## src/rtl/uart_tx_frame_if.sv

```systemverilog
// Parallel-side handshake and serial-side status of the UART frame transmitter.
// The master supplies the byte, the request and the parity setup; the slave returns the line and busy.
interface uart_tx_frame_if #(
   parameter int DATA_WIDTH = 8
);
   logic [DATA_WIDTH-1:0] p_data;
   logic                  data_valid;
   logic                  parity_enable;
   logic                  parity_type;
   logic                  tx_out;
   logic                  busy;

   modport master (
      output p_data,
      output data_valid,
      output parity_enable,
      output parity_type,
      input  tx_out,
      input  busy
   );

   modport slave (
      input  p_data,
      input  data_valid,
      input  parity_enable,
      input  parity_type,
      output tx_out,
      output busy
   );
endinterface

```

## src/rtl/uart_tx_frame.sv

```systemverilog
// UART frame transmitter: start bit, DATA_WIDTH data bits LSB first, optional parity, stop bit.
// One serial bit per rising edge of the bit-rate clock; tx_out and busy are registered.
module uart_tx_frame #(
   parameter int DATA_WIDTH = 8
) (
   input  logic              clk_based_on_prescale,
   input  logic              asy_reset,
   uart_tx_frame_if.slave    bus
);
   localparam int CNT_W = (DATA_WIDTH > 1) ? $clog2(DATA_WIDTH) : 1;
   localparam logic [CNT_W-1:0] LAST_BIT = CNT_W'(DATA_WIDTH - 1);

   localparam logic [2:0] ST_IDLE   = 3'd0;
   localparam logic [2:0] ST_START  = 3'd1;
   localparam logic [2:0] ST_DATA   = 3'd2;
   localparam logic [2:0] ST_PARITY = 3'd3;
   localparam logic [2:0] ST_STOP   = 3'd4;

   logic [2:0]            state_r,    state_s;
   logic [CNT_W-1:0]      cnt_r,      cnt_s;
   logic [CNT_W-1:0]      cnt_nxt_s;
   logic [DATA_WIDTH-1:0] data_r,     data_s;
   logic                  par_en_r,   par_en_s;
   logic                  par_type_r, par_type_s;
   logic                  tx_out_r,   tx_out_s;
   logic                  busy_r,     busy_s;

   // Even parity is the XOR of the data bits; odd parity is its inverse.
   function automatic logic parity_bit(input logic [DATA_WIDTH-1:0] d, input logic odd);
      return (^d) ^ odd;
   endfunction

   assign cnt_nxt_s = cnt_r + CNT_W'(1);

   // Next state and the registered line value for the bit about to be presented.
   always_comb begin
      state_s    = state_r;
      cnt_s      = cnt_r;
      data_s     = data_r;
      par_en_s   = par_en_r;
      par_type_s = par_type_r;
      tx_out_s   = tx_out_r;
      busy_s     = busy_r;
      case (state_r)
         ST_IDLE: begin
            if (bus.data_valid) begin
               data_s     = bus.p_data;
               par_en_s   = bus.parity_enable;
               par_type_s = bus.parity_type;
               state_s    = ST_START;
               tx_out_s   = 1'b0;
               busy_s     = 1'b1;
            end else begin
               state_s    = ST_IDLE;
               tx_out_s   = 1'b1;
               busy_s     = 1'b0;
            end
         end
         ST_START: begin
            state_s  = ST_DATA;
            cnt_s    = '0;
            tx_out_s = data_r[0];
            busy_s   = 1'b1;
         end
         ST_DATA: begin
            busy_s = 1'b1;
            if (cnt_r == LAST_BIT) begin
               cnt_s = '0;
               if (par_en_r) begin
                  state_s  = ST_PARITY;
                  tx_out_s = parity_bit(data_r, par_type_r);
               end else begin
                  state_s  = ST_STOP;
                  tx_out_s = 1'b1;
               end
            end else begin
               cnt_s    = cnt_nxt_s;
               tx_out_s = data_r[cnt_nxt_s];
            end
         end
         ST_PARITY: begin
            state_s  = ST_STOP;
            tx_out_s = 1'b1;
            busy_s   = 1'b1;
         end
         ST_STOP: begin
            // Returning to IDLE guarantees one idle-level cycle before the next start bit.
            state_s  = ST_IDLE;
            tx_out_s = 1'b1;
            busy_s   = 1'b0;
         end
         default: begin
            state_s  = ST_IDLE;
            cnt_s    = '0;
            tx_out_s = 1'b1;
            busy_s   = 1'b0;
         end
      endcase
   end

   // State, latched frame configuration and output registers.
   always_ff @(posedge clk_based_on_prescale or posedge asy_reset) begin
      if (asy_reset) begin
         state_r    <= ST_IDLE;
         cnt_r      <= '0;
         data_r     <= '0;
         par_en_r   <= 1'b0;
         par_type_r <= 1'b0;
         tx_out_r   <= 1'b1;
         busy_r     <= 1'b0;
      end else begin
         state_r    <= state_s;
         cnt_r      <= cnt_s;
         data_r     <= data_s;
         par_en_r   <= par_en_s;
         par_type_r <= par_type_s;
         tx_out_r   <= tx_out_s;
         busy_r     <= busy_s;
      end
   end

   assign bus.tx_out = tx_out_r;
   assign bus.busy   = busy_r;
endmodule

```

## src/flat_wrapper.sv

```systemverilog
// flat-port wrapper written by rule: the top's interface ports become plain ports
module uart_tx_frame_flat 
#(
   parameter int DATA_WIDTH = 8
)
  (clk_based_on_prescale, asy_reset, bus_p_data, bus_data_valid, bus_parity_enable, bus_parity_type, bus_tx_out, bus_busy);
  uart_tx_frame_if #(.DATA_WIDTH(DATA_WIDTH)) bus_i ();
  input  logic clk_based_on_prescale;
  input  logic asy_reset;
  input wire logic [$bits(bus_i.p_data)-1:0] bus_p_data;
  input wire logic [$bits(bus_i.data_valid)-1:0] bus_data_valid;
  input wire logic [$bits(bus_i.parity_enable)-1:0] bus_parity_enable;
  input wire logic [$bits(bus_i.parity_type)-1:0] bus_parity_type;
  output wire logic [$bits(bus_i.tx_out)-1:0] bus_tx_out;
  output wire logic [$bits(bus_i.busy)-1:0] bus_busy;
  assign bus_i.p_data = bus_p_data;
  assign bus_i.data_valid = bus_data_valid;
  assign bus_i.parity_enable = bus_parity_enable;
  assign bus_i.parity_type = bus_parity_type;
  assign bus_tx_out = bus_i.tx_out;
  assign bus_busy = bus_i.busy;
  uart_tx_frame #(.DATA_WIDTH(DATA_WIDTH)) u_core (.clk_based_on_prescale(clk_based_on_prescale), .asy_reset(asy_reset), .bus(bus_i));
endmodule
```

## config.mk

```make
export PLATFORM = sky130hd
export DESIGN_NAME = uart_tx_frame_flat
export DESIGN_NICKNAME = d
export VERILOG_FILES = /design/src/rtl/uart_tx_frame_if.sv /design/src/rtl/uart_tx_frame.sv /design/src/flat_wrapper.sv
export SDC_FILE = /design/constraint.sdc
export NUM_CORES = 1
export LEC_CHECK = 0
export CORE_UTILIZATION = 51
export DETAILED_ROUTE_END_ITERATION = 8
export PLACE_DENSITY_LB_ADDON = 0.25
export SLEW_MARGIN = 20
export SYNTH_ARGS = -nofsm -noshare
export SYNTH_HDL_FRONTEND = slang
export SYNTH_SLANG_ARGS = --single-unit
```

## constraint.sdc

```tcl
create_clock -name clk_based_on_prescale -period 2.3 [get_ports clk_based_on_prescale]
set_input_delay 0.345 -clock clk_based_on_prescale [delete_from_list [all_inputs] [get_ports clk_based_on_prescale]]
set_output_delay 0.345 -clock clk_based_on_prescale [all_outputs]
set_load 0.02 [all_outputs]
```

==> run metrics, run 1 <==
Max Fclk=520 MHz; Seq/Total Area, Yosys=0.488; setup TNS=0 ns; pwr dens=1410 mW/mm²; die area=0.00199 mm²; initial antenna violation count=0; antenna fix cells=0; DRC=0; Tot Pwr=1.58 mW; Synth cell types=28; Root Driver=clkbuf_4; routed wire length=1650 µm; Max-slew headroom=0.550; mapped cell area=926 µm²; HPWL Detailed=1250 µm; clk slew on worst S/H paths=0.10 ns; FF-to-FF path depth=5; cts bufs inserted=3; clock skew=0.000455 ns; GRT overflow=0; layout cells sized above 1=0.191; max-cap viol count=0; Skew-Pair Late Insertion Delay=0.29 ns; First-pass DRT Iterations=4; CP Cell Sequence=ha_1, mux4_1, mux2_2, o21ai_2, o211ai_1; RSZ-0062 raised after global routing=false; Hold Fails Final Rpt=0; Mapped Nets=88; core area=0.00171 mm²; drt wl/cell=14.4 µm; reg2reg setup slack=0.38 ns; iteration-0 DRC count of the detailed router=16; CP max stage delay=0.57 ns; CTS tree=yes; CP arrival=2.14 ns; slowest stage cell, crit path=mux4_1; YS warnings=0; leakage power=0.473 nW; setup bufs post-CTS=0; Top Family by Delay on Critical Path=multiplexers; Area growth syn-to-layout=20.4%; Top-Level Pins=15; gr usage total=0.188; R2R Path End=u_core.bus.tx_out; Avg Cell Area, Syn=12.7 µm²; Post-DRT Antenna Nets=0; Clock Sink Count=18; die width=44.6 µm; vias=628; drt via density=5.51; first-pass GRT wire length=2590 µm; Worst EP required=2.52 ns; number of hold buffers added after CTS=0; min cycle time layout=1.92 ns; H-tree depth=1; FF-to-FF Start=u_core.cnt_r[0]; Slew Viols, Final=0; period utilisation layout=0.836; worst min path class=in -> async; CP Capture Type=flip-flop; Worst-Margin Slew=0.674 ns; maximum root-to-sink buffer count=2; status=complete, no violations; row count=15; Util after Layout=0.653; WP depth=5; final net count=105; VDD IR max=0.884 mV; die height=44.6 µm; starting density of the core=0.542; Post-CTS Resized=0; flops & latches, synth=18; Cells after Synth=73; I/O Buffers=14; crit path kind=reg -> reg; vias in the first global route=572; largest net degree at the start of global routing=19; Final Setup Violations=0; CP max FO=4; Buf+Inv Stages, Crit Path=0; CP Launch Type=flip-flop; GPL Wtd Cong=0.733
-- worst reg2reg max path, stage by stage (launching register included) --
cell and delay, ns:
dfrtp_1 0.43, ha_1 0.37, mux4_1 0.57, mux2_2 0.29, o21ai_2 0.11, o211ai_1 0.09
-- metal layers --
layer  global-route usage  vias up  share of wire
met5                    0        -              0
met4               0.0909        0          0.019
met1                0.245      312           0.46
li1                     -      295              -
met3               0.0367        4          0.031
met2                0.300       17           0.49
-- sequential cells by signal, indices dropped and copies added, names as in the netlist --
name / count
u_core.bus.busy: 1
u_core.bus.tx_out: 1
u_core.cnt_r: 3
u_core.data_r: 8
u_core.par_en_r: 1
u_core.par_type_r: 1
u_core.state_r: 3
-- cells by family after synthesis --
kind of cell | share of synthesized area
DFF | 0.488
muxes | 0.211
and+or+nand+nor | 0.0784
AOI/OAI and AO/OA | 0.0797
buffers and inverters | 0.0378
xor gates and xnor gates | 0.0784
adders and majority gates | 0.0270
-- power breakdown --
group	internal, mW	switching [mW]
clock network	0.0675	0.0954
registers	0.471	0.165
logic	0.493	0.285
total	1.03	0.546
-- synth_stat cells --
| library cell | number | area (µm²) |
|---|---|---|
| xor2_1 | 1 | 8.76 |
| nand3_1 | 1 | 5.00 |
| a31oi_1 | 1 | 6.26 |
| nand2b_1 | 1 | 6.26 |
| xnor3_1 | 1 | 22.5 |
| o21ai_0 | 2 | 10.0 |
| mux2i_1 | 3 | 30.0 |
| inv_1 | 5 | 18.8 |
| a21oi_1 | 3 | 15.0 |
| nor2_1 | 3 | 11.3 |
| nor2b_1 | 1 | 6.26 |
| nor3_1 | 3 | 15.0 |
| o211ai_1 | 1 | 7.51 |
| xnor2_1 | 2 | 17.5 |
| clkbuf_1 | 1 | 3.75 |
| dfrtp_1 | 17 | 425 |
| dfstp_2 | 1 | 26.3 |
| mux2_2 | 10 | 113 |
| mux4_1 | 2 | 52.6 |
| buf_2 | 1 | 5.00 |
| nor3b_1 | 2 | 15.0 |
| xor3_1 | 1 | 23.8 |
| or2_2 | 1 | 6.26 |
| buf_4 | 1 | 7.51 |
| o21ai_2 | 1 | 8.76 |
| nand2_1 | 2 | 7.51 |
| ha_1 | 2 | 25.0 |
| o32ai_1 | 3 | 26.3 |
-- metrics by stage --
| stage | hold WS [ns] | cell area (µm²) | worst slack (ns) | cells |
|---|---|---|---|---|
| after detailed placement | 0.497 | 1090 | 0.375 | 110 |
| after global placement | 0.492 | 1090 | 0.452 | 110 |
| after CTS | 0.465 | 1110 | 0.379 | 114 |
| final | 0.441 | 1110 | 0.377 | 114 |
| after global routing | 0.504 | 1110 | 0.321 | 114 |
| after floorplan | 0.283 | 926 | 0.521 | 73 |
-- area by class of cell --
type                            count  area [µm²]
Tap cell                           25        31.3
Fill cell                         143         593
Inverter                            5        18.8
Clock buffer                        4        26.3
Multi-Input combinational cell     47         439
Timing Repair Buffer               15         148
Sequential cell                    18         452
-- worst max path at each step --
stage                   endpoint            start  slack [ns]
3_3_place_gp   u_core.bus.tx_out  u_core.cnt_r[0]        0.45
3_5_place_dp    u_core.data_r[4]   bus_data_valid        0.38
2_1_floorplan  u_core.bus.tx_out  u_core.cnt_r[0]        0.52
4_1_cts        u_core.bus.tx_out  u_core.cnt_r[0]        0.38
5_1_grt        u_core.bus.tx_out  u_core.cnt_r[0]        0.32
6_report       u_core.bus.tx_out  u_core.cnt_r[0]        0.38
-- layout by cell type (no fill, tap or decap) --
cell type	netlist	routed
a21oi_1	3	3
xor3_1	1	1
nor3b_1	2	2
nor3_1	3	3
o21ai_0	2	2
ha_1	2	2
nand2b_1	1	1
nor2_1	3	3
clkdlybuf4s50_1	0	14
clkbuf_1	1	1
a31oi_1	1	1
nand3_1	1	1
clkbuf_4	0	3
buf_4	1	1
inv_1	5	5
o211ai_1	1	1
o21ai_2	1	1
nor2b_1	1	1
nand2_1	2	2
xnor2_1	2	2
mux2i_1	3	3
or2_2	1	1
o32ai_1	3	3
mux2_2	10	10
mux4_1	2	2
dfstp_2	1	1
xor2_1	1	1
xnor3_1	1	1
dfrtp_1	17	17
Power figures use the tool's default switching activity.
==> run 2, diff against run 1 <==
Clock period 2.3 ns to 1.77 ns, I/O delays scaled along.
==> run metrics, run 2 (same netlist as run 1, synthesis figures left out) <==
CP Capture Type=flip-flop; largest register by flop count=u_core.data_r; clock skew=0.00194 ns (+0.00148 ns); core area=0.00171 mm² (unchanged); WHS=0.273 ns (-0.168 ns); Seq pwr share=0.356 (-0.047); Final Setup Violations=0 (unchanged); Area growth syn-to-layout=27.6%; clock share of power=0.098 (-0.005); cts bufs inserted=3 (unchanged); first-pass GRT wire length=2770 µm (+6.6%); vias=628 (unchanged); layout cells sized above 1=0.284 (+0.0932); Max Fclk=565 MHz (+8.8%); row count=15 (unchanged); Worst-Margin Slew=0.233 ns (-0.440 ns); most frequent cells in the layout=17 x dfrtp_1, 14 x clkdlybuf4s50_1, 9 x mux2_2; Sw Share=0.338 (-0.00782); min cycle time layout=1.77 ns (-0.155 ns); iteration-0 DRC count of the detailed router=23 (+7); FF-to-FF path depth=5 (unchanged); HPWL Detailed=1180 µm (-5.7%); Largest register FFs=8 (unchanged); die width=44.6 µm (unchanged); setup bufs post-CTS=0 (unchanged); die area=0.00199 mm² (unchanged); CP Cell Sequence=ha_4, mux4_2, mux2_4, o21ai_2, o211ai_1; leakage power=0.497 nW (+5.1%); CP max FO=3 (-1); gr usage total=0.197 (+0.00986); max-cap viol count=0 (unchanged); initial antenna violation count=0 (unchanged); VDD IR max=1.09 mV (+23%); logic gate share of total power=0.546 (+0.052); die height=44.6 µm (unchanged); pwr dens=1850 mW/mm² (+31%); final net count=111 (+5.7%); Hold Fails Final Rpt=0 (unchanged); worst min path class=in -> async; starting density of the core=0.542 (unchanged); Tot Pwr=2.19 mW (+39%); maximum root-to-sink buffer count=2 (unchanged); antenna fix cells=0 (unchanged); vias in the first global route=601 (+5.1%); H-tree depth=1 (unchanged); GRT overflow=0 (unchanged); drt via density=5.23 (-5.0%); Top-Level Pins=15 (unchanged); Max-slew headroom=0.844 (+0.294); Slew Viols, Final=0 (unchanged); I/O Buffers=14 (unchanged); Int Power=1.45 mW (+40%); First-pass DRT Iterations=4 (unchanged); routed wire length=1640 µm (-0.18%); Skew-Pair Late Insertion Delay=0.29 ns (about the same); CP Launch Type=flip-flop; Root Driver=clkbuf_4; CP max stage delay=0.49 ns (-0.08 ns); Clock Sink Count=18 (unchanged); CP arrival=1.98 ns (-0.16 ns); DRC=0 (unchanged); status=complete, no violations; Worst EP required=1.98 ns (-0.54 ns); period utilisation layout=0.999 (+0.163); largest registers=u_core.data_r x8, u_core.cnt_r x3, u_core.state_r x3; GPL Wtd Cong=0.772 (+5.3%); clk slew on worst S/H paths=0.10 ns (about the same); largest net degree at the start of global routing=19 (unchanged); crit path kind=reg -> reg; P_sw=0.740 mW (+35%); most common cell after layout, fill and taps aside=dfrtp_1; drt wl/cell=13.7 µm (-5.2%); Post-DRT Antenna Nets=0 (unchanged); CTS tree=yes; worst setup path start=u_core.cnt_r[1]; RSZ-0062 raised after global routing=true; FF-to-FF Start=u_core.cnt_r[1]; slowest stage cell, crit path=mux4_2
==> run 2: through the flow <==
stage / setup TNS [ns] / area, µm² / setup WS, ns / cells / utilization
floorplan: 0 / 938 / 0.0197 / 73 / -
global placement: -0.189 / 1150 / -0.0243 / 116 / 0.671
detailed placement: -0.236 / 1150 / -0.0303 / 116 / 0.671
CTS: -0.00171 / 1180 / -0.00171 / 120 / 0.692
global route: -0.0837 / 1180 / -0.0837 / 120 / 0.692
finish: 0 / 1180 / 0.00163 / 120 / 0.692
==> run 2: final cells by class <==
type,count,area [µm²]
clock buffers,4,26.3
multi-input cells,47,460
well taps,25,31.3
fillers,135,527
inverters,5,18.8
repair buffers,21,193
flip-flops and latches,18,452
==> run 2: critical path, delay by kind of cell, from the launching register on <==
family | cells | cell delay, ns
DFF | 1 | 0.43
adders and majority gates | 1 | 0.30
muxes | 2 | 0.77
AOI/OAI and AO/OA | 2 | 0.20
==> run 2: repair_timing <==
action | 4_1_cts | 5_1_grt
hold buffers | 0 | 0
pin swaps | 1 | 0
setup endpoints to repair | 1 | 1
gates resized for setup | 4 | 0
==> run 2: worst paths after layout <==
check	slack [ns]	end
min	0.27	u_core.state_r[2]
min reg2reg	0.52	u_core.state_r[1]
min in group clk_based_on_prescale	0.52	u_core.state_r[1]
max	0.002	u_core.bus.tx_out
max reg2reg	0.002	u_core.bus.tx_out
max in group asynchronous	1.24	u_core.bus.tx_out
==> run 2: power groups by stage <==
stage	clock network, mW	logic, mW	registers (mW)
final	0.214	1.19	0.778
after detailed placement	0	1.14	0.775
after floorplan	0	0.863	0.772
after CTS	0.218	1.21	0.774
after global placement	0	1.10	0.765
after global routing	0.238	1.30	0.797
==> run 2: metal layers <==
metal	global-route usage	part of all wire	vias to the layer above
li1	-	-	306
met1	0.296	0.49	299
met2	0.276	0.45	19
met3	0.0367	0.039	4
met4	0.0909	0.017	0
met5	0	0	-
